[src/rtl/spi_param_bridge.sv]
// SPI word command decoder: header (op/addr) then auto-incrementing parameter writes or reads.
// Optional SPI_BRIDGE_WR_ECHO_EN: echo each written word back on the transmit load path.
module spi_param_bridge #(
  parameter int PARAM_WIDTH = 40,
  parameter int ADDR_WIDTH  = 8
) (
  input  logic                   clk_i,
  input  logic                   reset_i,
  input  logic                   ssel_i,
  input  logic                   rx_valid_i,
  input  logic [PARAM_WIDTH-1:0] rx_word_i,
  output logic                   tx_load_o,
  output logic [PARAM_WIDTH-1:0] tx_word_o,
  output logic                   rd_en_o,
  output logic [ADDR_WIDTH-1:0]  rd_addr_o,
  input  logic [PARAM_WIDTH-1:0] rd_data_i,
  output logic                   wr_en_o,
  output logic [ADDR_WIDTH-1:0]  wr_addr_o,
  output logic [PARAM_WIDTH-1:0] wr_data_o,
  output logic                   err_opcode_o,
  output logic                   err_overrun_o
);

  typedef enum logic [1:0] {IDLE, WR, RD, DRAIN} state_t;

  localparam logic [ADDR_WIDTH-1:0] ADDR_ONE = 1;

  state_t                  state_q;
  logic [ADDR_WIDTH-1:0]   ptr_q;
  logic                    rd_wait_q;
  logic                    ssel_q;
  logic                    tx_load_q;
  logic [PARAM_WIDTH-1:0]  tx_word_q;
  logic                    rd_en_q;
  logic [ADDR_WIDTH-1:0]   rd_addr_q;
  logic                    wr_en_q;
  logic [ADDR_WIDTH-1:0]   wr_addr_q;
  logic [PARAM_WIDTH-1:0]  wr_data_q;
  logic                    err_opcode_q;
  logic                    err_overrun_q;

  logic [1:0]              op_d;
  logic [ADDR_WIDTH-1:0]   hdr_addr_d;
  logic [ADDR_WIDTH-1:0]   ptr_inc_d;
  logic                    rd_busy_d;

  always_comb begin
    op_d       = rx_word_i[PARAM_WIDTH-1 -: 2];
    hdr_addr_d = rx_word_i[ADDR_WIDTH-1:0];
    ptr_inc_d  = ptr_q + ADDR_ONE;
    rd_busy_d  = rd_en_q | rd_wait_q;
  end

  always_ff @(posedge clk_i or posedge reset_i) begin
    if (reset_i) begin
      state_q       <= IDLE;
      ptr_q         <= '0;
      rd_wait_q     <= 1'b0;
      ssel_q        <= 1'b0;
      tx_load_q     <= 1'b0;
      tx_word_q     <= '0;
      rd_en_q       <= 1'b0;
      rd_addr_q     <= '0;
      wr_en_q       <= 1'b0;
      wr_addr_q     <= '0;
      wr_data_q     <= '0;
      err_opcode_q  <= 1'b0;
      err_overrun_q <= 1'b0;
    end else begin
      tx_load_q <= 1'b0;
      rd_en_q   <= 1'b0;
      wr_en_q   <= 1'b0;
      ssel_q    <= ssel_i;
      // Read pipeline: strobe at T+1, data captured at T+2, presented at T+3.
      rd_wait_q <= rd_en_q & ~ssel_i;
      if (rd_wait_q && !ssel_i) begin
        tx_load_q <= 1'b1;
        tx_word_q <= rd_data_i;
      end
      if (ssel_q && !ssel_i) begin
        err_opcode_q  <= 1'b0;
        err_overrun_q <= 1'b0;
      end
      if (ssel_i) begin
        state_q <= IDLE;
      end else if (rx_valid_i) begin
        if (rd_busy_d) begin
          err_overrun_q <= 1'b1;
        end else begin
          case (state_q)
            IDLE: begin
              case (op_d)
                2'b01: begin
                  ptr_q   <= hdr_addr_d;
                  state_q <= WR;
                end
                2'b10: begin
                  ptr_q     <= hdr_addr_d;
                  rd_en_q   <= 1'b1;
                  rd_addr_q <= hdr_addr_d;
                  state_q   <= RD;
                end
                2'b00: state_q <= DRAIN;
                2'b11: begin
                  err_opcode_q <= 1'b1;
                  state_q      <= DRAIN;
                end
              endcase
            end
            WR: begin
              wr_en_q   <= 1'b1;
              wr_addr_q <= ptr_q;
              wr_data_q <= rx_word_i;
              ptr_q     <= ptr_inc_d;
`ifdef SPI_BRIDGE_WR_ECHO_EN
              tx_load_q <= 1'b1;
              tx_word_q <= rx_word_i;
`endif
            end
            RD: begin
              ptr_q     <= ptr_inc_d;
              rd_en_q   <= 1'b1;
              rd_addr_q <= ptr_inc_d;
            end
            DRAIN: ;
          endcase
        end
      end
    end
  end

  assign tx_load_o     = tx_load_q;
  assign tx_word_o     = tx_word_q;
  assign rd_en_o       = rd_en_q;
  assign rd_addr_o     = rd_addr_q;
  assign wr_en_o       = wr_en_q;
  assign wr_addr_o     = wr_addr_q;
  assign wr_data_o     = wr_data_q;
  assign err_opcode_o  = err_opcode_q;
  assign err_overrun_o = err_overrun_q;

endmodule
[config.mk]
export PLATFORM = sky130hd
export DESIGN_NAME = spi_param_bridge
export DESIGN_NICKNAME = d
export VERILOG_FILES = /design/src/rtl/spi_param_bridge.sv
export SDC_FILE = /design/constraint.sdc
export NUM_CORES = 1
export LEC_CHECK = 0
export ABC_AREA = 1
export ABC_CLOCK_PERIOD_IN_PS = 3800
export BUFFER_PORTS_ARGS = -buffer_cell sky130_fd_sc_hd__buf_2
export CAP_MARGIN = 20
export CORE_MARGIN = 5
export CORE_UTILIZATION = 35
export DETAILED_ROUTE_END_ITERATION = 12
export PLACE_DENSITY_LB_ADDON = 0.08
export SLEW_MARGIN = 20
export SYNTH_ARGS = -nofsm -noshare
export SYNTH_HDL_FRONTEND = slang
export SYNTH_SLANG_ARGS = --single-unit
[constraint.sdc]
create_clock -name clk_i -period 3.8 [get_ports clk_i]
set_input_delay 0.76 -clock clk_i [delete_from_list [all_inputs] [get_ports clk_i]]
set_output_delay 0.76 -clock clk_i [all_outputs]
set_load 0.02 [all_outputs]
After elaboration in Yosys (flattened, before gate mapping)
Cells that the tools add are included.
{ "classes": {"n_reduce_logical": 16, "bitwise_logic": 4, "n_eq_ne": 8, "add_sub_neg": 1, "n_mux": 29} }
{ "op_table": {"columns": ["operator", "count"], "rows": [
  ["$pmux 8 s2", 2],
  ["$mux 1", 19],
  ["$mux 8", 2],
  ["$reduce_and 5->1", 2],
  ["$add 8x1->8 const B", 1],
  ["$mux 2", 4],
  ["$reduce_bool 2->1", 4],
  ["$eq 2x2->1 const B", 3],
  ["$ne 2x2->1 const B", 3],
  ["$pmux 2 s3", 1],
  ["$reduce_or 2->1", 3],
  ["$eq 2x1->1 const B", 2],
  ["$logic_not 2->1", 2],
  ["$reduce_and 4->1", 1],
  ["$reduce_and 3->1", 1],
  ["$logic_and 1x1->1", 2],
  ["$not 1->1", 2],
  ["$pmux 1 s2", 1],
  ["$and 1x1->1", 1],
  ["$logic_not 1->1", 1],
  ["$or 1x1->1", 1]
]} }
{ "totals": {"word_cells": 71, "output_inout_bits": 101, "register_bits": 113} }

Logic depth before layout (Yosys ltp)
{ "depth": {"depth_word": 8, "mapped_depth": 9, "ltp_nobuf": 8} }

Worst setup path after synthesis
No wires, ideal clock.
{ "synth_timing": {"path_type": "in2reg", "from": "input port rx_word_i[38]", "to": "register rd_addr_q[7] (netlist: rd_addr_o[7])", "setup_slack_ps": 2208, "t_arrival_ps": 1476, "cell_stages": 9, "setup_ps": 116, "cell_sequence": "inv_1 -> ha_1 -> nand2_1 -> o21ai_1 -> nand2_2 -> buf_6 -> nor2_1 -> nand2_1 -> nand2_1"} }
{ "synth_between": {"elab_chain_len": 3} }
{ "synth_lines": {"columns": ["item", "line", "source"], "rows": [
  ["start, declared", "11", "input logic [PARAM_WIDTH-1:0] rx_word_i,"],
  ["$eq 2x2->1", "92", "case (op_d)"],
  ["$ne 2x2->1 (no line)", null, null],
  ["$reduce_and 5->1 (no line)", null, null],
  ["end signal, assigned", "100", "rd_addr_q <= hdr_addr_d;"],
  ["end signal, assigned", "123", "rd_addr_q <= ptr_inc_d;"],
  ["end, declared", "35", "logic [ADDR_WIDTH-1:0] rd_addr_q;"]
]} }
Every way passes these cells.
A chain may end at the register's enable or synchronous reset.

Worst setup path in the final report
{ "layout_timing": {"from": "register state_q[0]", "to": "register rd_addr_q[2] (netlist: rd_addr_o[2])"} }
{ "layout_between": {"elab_chain_len": 3, "word_cells_on_any_way": 6} }
{ "layout_lines": {"columns": ["item", "line", "source"], "rows": [
  ["start, declared", "28", "state_t state_q;"],
  ["start signal, assigned", "56", "state_q <= IDLE;"],
  ["start signal, assigned", "85", "state_q <= IDLE;"],
  ["start signal, assigned", "95", "state_q <= WR;"],
  ["$eq 2x2->1 / $logic_not 2->1 (equally long branches)", "90", "case (state_q)"],
  ["$reduce_bool 2->1 (no line) / $ne 2x2->1 (equally long branches)", null, null],
  ["$reduce_and 5->1 (no line)", null, null]
]} }
Several ways; a longest one is shown, not always the timed one.

==> flow_metrics.py <==
metrics = {
    "clock_network": {
        "cts_setup_buffers": 0,
        "clock-sinks": 113,
        "htree_levels": 4,
        "cts_resized": 0,
        "cts-root-buf": "clkbuf_16",
        "cts_tree": "done",
        "numCtsBuffers": 17,
        "clkLatencyLatePin_ns": 0.40,
        "path_clk_slew_ns": 0.05,
        "cts_hold_buf": 0,
        "clockBufferDepth": 2,
    },
    "worst_setup_path": {
        "start_kind": "flip-flop",
        "cp.arrival_ns": 2.32,
        "critPathKind": "flip-flop to flip-flop",
        "worstPathRequired_ns": 4.14,
        "reg2reg_depth": 8,
        "path_cells": "inv_1 > ha_1 > inv_1 > o21ai_1 > nand2_2 > inv_1 > o211ai_1 > nand2_1",
        "cpMaxStageDelayCell": "ha_1",
        "worst_r2r_endpoint": "rd_addr_o[2]$_DFFE_PP0P_",
        "r2r-start": "state_q[0]$_DFFE_PP0P_",
        "cpMostUsedCell": "inv_1",
        "path_max_fanout": 14,
        "crit_path_max_incr_delay_ns": 0.45,
        "ff2ff_setup_slack_ns": 1.82,
        "end_kind": "flip-flop",
    },
    "sta": {
        "max_freq_mhz": 505,
        "tns_ns": 0,
        "finClkSkew_ns": 0.00637,
        "rsz0062_at_grt": "no",
        "slew_headroom_pct": 39.9,
        "setup_slack_ns": 1.82,
        "fin_crit_ns": 1.98,
        "slew_violations": 0,
        "fin_crit_sh_pct": 52.1,
        "finalSetupViolCount": 0,
        "worst_pin_slew_ns": 0.902,
        "hold_viol_final": 0,
    },
    "yosys": {
        "synth.avg_cell_area_um2": 8.53,
        "yosys.area.top_type": "dfrtp_1",
        "ys_warn_count": 0,
        "yosys-top-cells-area": "dfrtp_1 (60%), nand2_1 (25%), ha_1 (2.4%), inv_1 (2.0%), nor2_1 (1.7%)",
        "synth_top_area_share_pct": 59.8,
        "ys_seq_area_share_pct": 59.8,
        "synthCells": 554,
        "synthesis.area_um2": 4730,
        "synth_cell_types": 23,
        "synth_seq_cells": 113,
        "synth.net_count": 647,
    },
    "route": {
        "vias_per_cell": 4.40,
        "vias": 4086,
        "drt-pass1-iter-count": 4,
        "route.detailed.drc": 0,
        "wire_per_inst_um": 13.7,
        "ant_nets": 0,
        "drt_iter0_markers": 160,
        "routed_wirelength_um": 12700,
    },
    "power_and_ir_drop": {
        "vdd_drop_max_uv": 354,
        "power_leakage_uw": 0.00368,
        "p_per_area_nw_per_um2": 790,
    },
    "placement": {
        "dpl_cell_area_um2": 5790,
        "hpwl_um": 9180,
        "port_buffers": 184,
        "globalplace.congestion": 0.791,
        "place_ws_ns": 1.45,
    },
    "floorplan": {
        "dieWidth_um": 126,
        "coreArea_um2": 13200,
        "die-area_um2": 15900,
        "placementRows": 42,
        "io_pins": 185,
        "die_y_um": 126,
        "start_util_pct": 35.7,
    },
    "finish": {
        "final_area_um2": 6370,
        "area_growth_pct": 34.7,
        "drive_gt1_share_pct": 29.8,
        "utilization_pct": 48.1,
        "layout_common_cells": "nand2_1 (310), buf_2 (184), dfrtp_1 (113)",
        "final_common_cell": "nand2_1",
        "fin_nets": 833,
    },
    "min_path": {
        "hold_end": "tx_word_o[35]$_DFFE_PP0P_",
        "whs_path_depth": 2,
        "min_path_type": "flip-flop to flip-flop",
        "hold_start": "tx_word_o[35]$_DFFE_PP0P_",
    },
    "global_route": {
        "grt_pass1_vias": 4192,
        "grt_remaining_overflow": 0,
        "grt_pass1_wl_um": 20600,
        "antenna_found_initial": 1,
        "grt_max_degree": 74,
        "track_usage_pct": 16.2,
    },
    "job": {
        "maxCapViolCount": 0,
    },
    "status": {
        "outcome": "finished, final reports clean",
    },
}
[registers in the layout, indices dropped and copies added, names as in the netlist]
name and count:
rd_addr_o 8, wr_data_o 40, rd_wait_q 1, ptr_q 8
rd_en_o 1, state_q 2, ssel_q 1, tx_word_o 40
wr_addr_o 8, wr_en_o 1, err_overrun_o 1, tx_load_o 1
err_opcode_o 1
[worst max-delay path, delay by kind of cell (launching register included)]
kind                     cells  cell delay, ns
buffers and inverters        3            0.49
adder cells (fa/ha/maj)      1            0.45
flip-flops                   1            0.39
AO/OA/AOI/OAI                2            0.30
AND/OR/NAND/NOR              2            0.28
[per-stage QoR]
step	total power, µW	cells	hold slack (ns)
after detailed placement	3540	897	0.456
after CTS	5110	927	0.468
after global routing	5340	928	0.489
after global placement	3520	896	0.448
after floorplan	2900	554	0.471
final	5030	928	0.462
[area by class of cell]
class	count	area (µm²)
inverter	27	109
timing repair buffer	187	963
clock inverter	6	80.1
clock buffer	24	492
antenna	1	2.50
sequential	113	2830
tap	176	220
fill	1338	6880
multi-input combinational	394	1670
[power by group]
part           switching [µW]  internal, µW  total, µW
Sequential                265          1640       1910
Combinational            1060           533       1590
Clock                     506          1020       1530
[worst max-delay path by stage]
| stage | from | to | slack (ns) | cells after the start |
|---|---|---|---|---|
| 2_1_floorplan | reset_i | err_opcode_o$_DFF_PP0_ | 0.05 | 1 |
| 3_3_place_gp | ssel_i | tx_word_o[13]$_DFFE_PP0P_ | 1.33 | 6 |
| 3_5_place_dp | ssel_i | tx_word_o[30]$_DFFE_PP0P_ | 1.45 | 7 |
| 4_1_cts | state_q[0]$_DFFE_PP0P_ | rd_addr_o[2]$_DFFE_PP0P_ | 1.80 | 8 |
| 5_1_grt | state_q[0]$_DFFE_PP0P_ | rd_addr_o[1]$_DFFE_PP0P_ | 1.54 | 8 |
| 6_report | state_q[0]$_DFFE_PP0P_ | rd_addr_o[2]$_DFFE_PP0P_ | 1.82 | 8 |
[routing by layer]
metal	vias up	global-route usage, %	routed length, µm
met2	131	25.5	5940
met3	16	5.76	883
li1	2065	-	-
met1	1874	20.1	5650
met4	0	6.94	197
met5	-	0	0
[cells in the mapped netlist]
cell type	instances
nor2_2	1
nand3_2	1
ha_1	9
o21ai_1	13
buf_4	2
inv_1	25
nor2_4	1
buf_2	7
clkbuf_1	7
nor2_1	21
dfrtp_1	113
nand2_2	2
a21oi_1	3
inv_2	1
nand2_1	310
buf_6	4
nand3_1	14
o21ai_0	13
nor2_8	1
inv_6	1
o211ai_1	3
nand2_4	1
xor2_1	1
[cells by family after synthesis]
family	after synthesis	synth area share, %
AOI/OAI and AO/OA	32	3.55
and+or+nand+nor	352	29.3
DFF	113	59.8
buffers and inverters	47	4.82
xor gates and xnor gates	1	0.185
adders and majority gates	9	2.38
(Power assumes the default switching activity.)
